<file path="src/rtl/lab_tt_pkg.sv">
// Shared types and sizes for the 7-input truth-table sweep checker.
package lab_tt_pkg;

    localparam int N_IN_DEF = 7;
    localparam int NUM_VEC  = 2**N_IN_DEF;

    typedef enum logic [1:0] {
        IDLE  = 2'd0,
        SWEEP = 2'd1,
        DONE  = 2'd2
    } state_t;

    typedef logic [N_IN_DEF-1:0] vec_t;

endpackage

</file>
<file path="src/rtl/sweep_vector_gen.sv">
// Walks vec from 0 to the all-ones vector, holding each value for SETTLE_CYCLES+1 cycles.
module sweep_vector_gen
    import lab_tt_pkg::*;
#(
    parameter int N_IN          = N_IN_DEF,
    parameter int SETTLE_CYCLES = 1
) (
    input  logic            clk,
    input  logic            rst,
    input  logic            clear,
    input  logic            advance,
    output logic [N_IN-1:0] vec,
    output logic            sample_now,
    output logic            last
);

    localparam logic [3:0]      SC_MAX  = 4'(SETTLE_CYCLES);
    localparam logic [N_IN-1:0] VEC_MAX = '1;

    logic [N_IN-1:0] vec_q, vec_d;
    logic [3:0]      sc_q, sc_d;

    // The last vector never increments; the owner leaves SWEEP instead of wrapping.
    always_comb begin
        vec_d = vec_q;
        sc_d  = sc_q;
        if (clear) begin
            vec_d = '0;
            sc_d  = '0;
        end else if (advance) begin
            if (sc_q != SC_MAX) begin
                sc_d = sc_q + 4'd1;
            end else if (vec_q != VEC_MAX) begin
                vec_d = vec_q + N_IN'(1);
                sc_d  = '0;
            end
        end
    end

    always_ff @(posedge clk) begin
        if (rst) begin
            vec_q <= '0;
            sc_q  <= '0;
        end else begin
            vec_q <= vec_d;
            sc_q  <= sc_d;
        end
    end

    assign vec        = vec_q;
    assign sample_now = (sc_q == SC_MAX);
    assign last       = (vec_q == VEC_MAX);

endmodule

</file>
<file path="config.mk">
export PLATFORM = sky130hd
export DESIGN_NAME = sweep_vector_gen
export DESIGN_NICKNAME = d
export VERILOG_FILES = /design/src/rtl/lab_tt_pkg.sv /design/src/rtl/sweep_vector_gen.sv
export SDC_FILE = /design/constraint.sdc
export NUM_CORES = 1
export LEC_CHECK = 0
export BUFFER_PORTS_ARGS = -buffer_cell sky130_fd_sc_hd__buf_2
export CORE_AREA = 10 10 47 49
export CTS_CLUSTER_DIAMETER = 30
export DETAILED_ROUTE_END_ITERATION = 10
export DIE_AREA = 0 0 57 59
export SLEW_MARGIN = 10
export SYNTH_ARGS = -nofsm -noshare
export SYNTH_HDL_FRONTEND = slang
export SYNTH_SLANG_ARGS = --single-unit
</file>
<file path="constraint.sdc">
create_clock -name clk -period 1.4 [get_ports clk]
set_input_delay 0.42 -clock clk [delete_from_list [all_inputs] [get_ports clk]]
set_output_delay 0.42 -clock clk [all_outputs]
set_load 0.05 [all_outputs]
</file>
==> metrics.csv <==
metric,value,unit
status,finished with violations,
violations,negative setup slack,
rsz0062_at_grt,true,
grt_max_degree,12,
antenna_cells,0,
synth_fp_nets,64,
drtAntennaViolNets,0,
hold_viol_final,0,
drtIter0Drc,8,
worstPathArrival,1220,ps
ys_warn_count,0,
avgSynthCellArea,8.652,µm²
portBuffers,12,
slew_headroom,0.7947,
ioPinCount,13,
tritoncts,done,
synth_xor_area_frac,0.05147,
synth_cell_types,22,
clk_latency,270,ps
synth_compound_area_frac,0.1569,
place_congestion,0.7225,
fin_cells,106,
total_leakage_power,0.3709,nW
holdPathStages,2,
synthCells,59,
clock-root-buffer,clkbuf_4,
utilization,0.6063,
synth-simple-area-share,0.2941,
endpoint_kind,output port,
overflow,0,
synthMuxAreaShare,0.01961,
firstDrtPassIters,4,
initial_core_util,0.3643,
drc,0,
grt_use_total,0.08294,
min_period,1641,ps
clkTransAtPathRegs,80,ps
antenna_found_initial,0,
fmax,609.3,MHz
dieHeight,59,µm
min-delay-start,vec[6]$_SDFFE_PP0P_,
htree_levels,1,
dp_slack,-179.1,ps
finalSetupViolCount,8,
worst_pin_slew,305.3,ps
first_global_vias,541,
postLayoutCellArea,849.6,µm²
fin_ws,-241.1,ps
nets,96,
routed_via_density,4.849,
wl_per_cell,12.58,µm
crit_slowest_cell,dfxtp_4,
drive_above_1_share,0.6000,
p_per_area,686.6,nW/µm²
cts_sinks,11,
r2r-start,vec[1]$_SDFFE_PP0P_,
drt-total-wl,1334,µm
cp_cell_sequence,"ha_4, nand4_1, nor2_4, buf_8",
min_path_type,flop to flop,
fin_crit_sh,1.172,
post-place-cells,98,
vdd_drop_max,0.4333,mV
total_power,0.5833,mW
synth_seq_cells,11,
max_stage_delay,360,ps
synth_top_family_by_area,simple AND/OR/NAND/NOR gates,
hpwl,959.9,µm
r2r-end,vec[5]$_SDFFE_PP0P_,
row_count,14,
critPathRequiredTime,980,ps
start_kind,flop,
die_area,3363,µm²
r2r_setup_slack,-180,ps
worst_clock_skew,2.571,ps
whs,482.5,ps
place_area,730.7,µm²
yosys.area_share.adder,0.02451,
ctsLongestPathBuffers,2,
die_w,57,µm
drv_cap,0,
core_area,1401,µm²
grt_pass1_wl,2297,µm
syn_to_final_growth,66.42,%
criticalPathCategory,flop to output port,
finalMaxSlewViolations,0,
finalSetupTns,-1237,ps
vias,514,
reg2regPathDepth,6,
syn_area,510.5,µm²
crit_fanout,2,
min_to,vec[6]$_SDFFE_PP0P_,
numCtsBuffers,3,
ys_seq_area_frac,0.4314,
==> logic make-up after synthesis <==
| logic type | Yosys count |
|---|---|
| compound gates | 12 |
| xor+xnor | 3 |
| fa+ha+maj | 1 |
| buf+inv | 3 |
| flops | 11 |
| mux | 1 |
| simple gates | 28 |
==> synth_stat cells <==
| library cell | count | area (µm²) |
|---|---|---|
| ha_1 | 1 | 12.51 |
| or3_2 | 3 | 22.52 |
| nor3_4 | 1 | 16.27 |
| xor2_1 | 3 | 26.28 |
| nor2_1 | 10 | 37.54 |
| nand2_1 | 4 | 15.01 |
| and2_2 | 1 | 7.510 |
| nand4_1 | 1 | 6.260 |
| dfxtp_1 | 11 | 220.2 |
| mux2i_1 | 1 | 10.01 |
| nor3_1 | 2 | 10.01 |
| o21ai_0 | 3 | 15.01 |
| clkbuf_1 | 1 | 3.750 |
| a21oi_1 | 6 | 30.03 |
| nand3_1 | 3 | 15.01 |
| or4_1 | 1 | 7.510 |
| inv_1 | 2 | 7.510 |
| o211ai_4 | 1 | 21.27 |
| a31oi_1 | 1 | 6.260 |
| and2_1 | 1 | 6.260 |
| o31ai_1 | 1 | 7.510 |
| or2_2 | 1 | 6.260 |
==> layer usage <==
metal  vias to the layer above  GRT usage  wire (µm)
met5                         -          0          0
met4                         0    0.04027          5
met3                         2    0.02575         63
met2                         4     0.1504        748
met1                       241    0.08424        517
li1                        267          -          -
==> worst max-delay path: cells and delay by family, from the launching register on <==
kind / cells / cell delay (ps)
flip-flops: 1 / 360
AND/OR/NAND/NOR: 2 / 320
buffers and inverters: 1 / 160
adder cells (fa/ha/maj): 1 / 120
==> state kept, by name (all words and copies together) (netlist names) <==
name	cells
sc_q	4
vec	7
==> how the worst max path moves through the flow <==
stage,start,to,slack [ps],cells past startpoint
3_5_place_dp,vec[1]$_SDFFE_PP0P_,last,-180,4
2_1_floorplan,vec[1]$_SDFFE_PP0P_,last,-220,3
4_1_cts,vec[1]$_SDFFE_PP0P_,last,-240,4
6_report,vec[1]$_SDFFE_PP0P_,last,-240,4
5_1_grt,vec[1]$_SDFFE_PP0P_,last,-300,4
3_3_place_gp,vec[1]$_SDFFE_PP0P_,last,-160,4
==> timing repair <==
action | in CTS | in global routing
pin swaps | 7 | 3
setup endpoints to repair | 12 | 9
hold buffers | 0 | 0
buffers inserted | 3 | 1
resized for setup | 16 | 5
==> final cells by class <==
class / count / area (µm²)
multi-input cells: 45 / 330.3
fillers: 136 / 551.8
inverters: 2 / 7.507
repair buffers: 28 / 229.0
clock buffers: 4 / 26.28
well taps: 16 / 20.02
flip-flops and latches: 11 / 236.5
==> placed cells by master (no fill, tap or decap), types with 3 or more instances in the layout <==
cell type  instances
buf_4             18
nor2_1             9
dfxtp_2            7
buf_2              5
nand2_1            4
a21oi_2            4
clkbuf_4           4
xor2_1             3
nand3_1            3
o21ai_0            3
or3_4              3
==> where the power goes <==
group | leakage (nW) | internal, mW | switching (mW)
Sequential | 0.0940 | 0.311 | 0.00199
Clock | 0.0150 | 0.110 | 0.114
Combinational | 0.262 | 0.0221 | 0.0243
(Power assumes the default switching activity.)
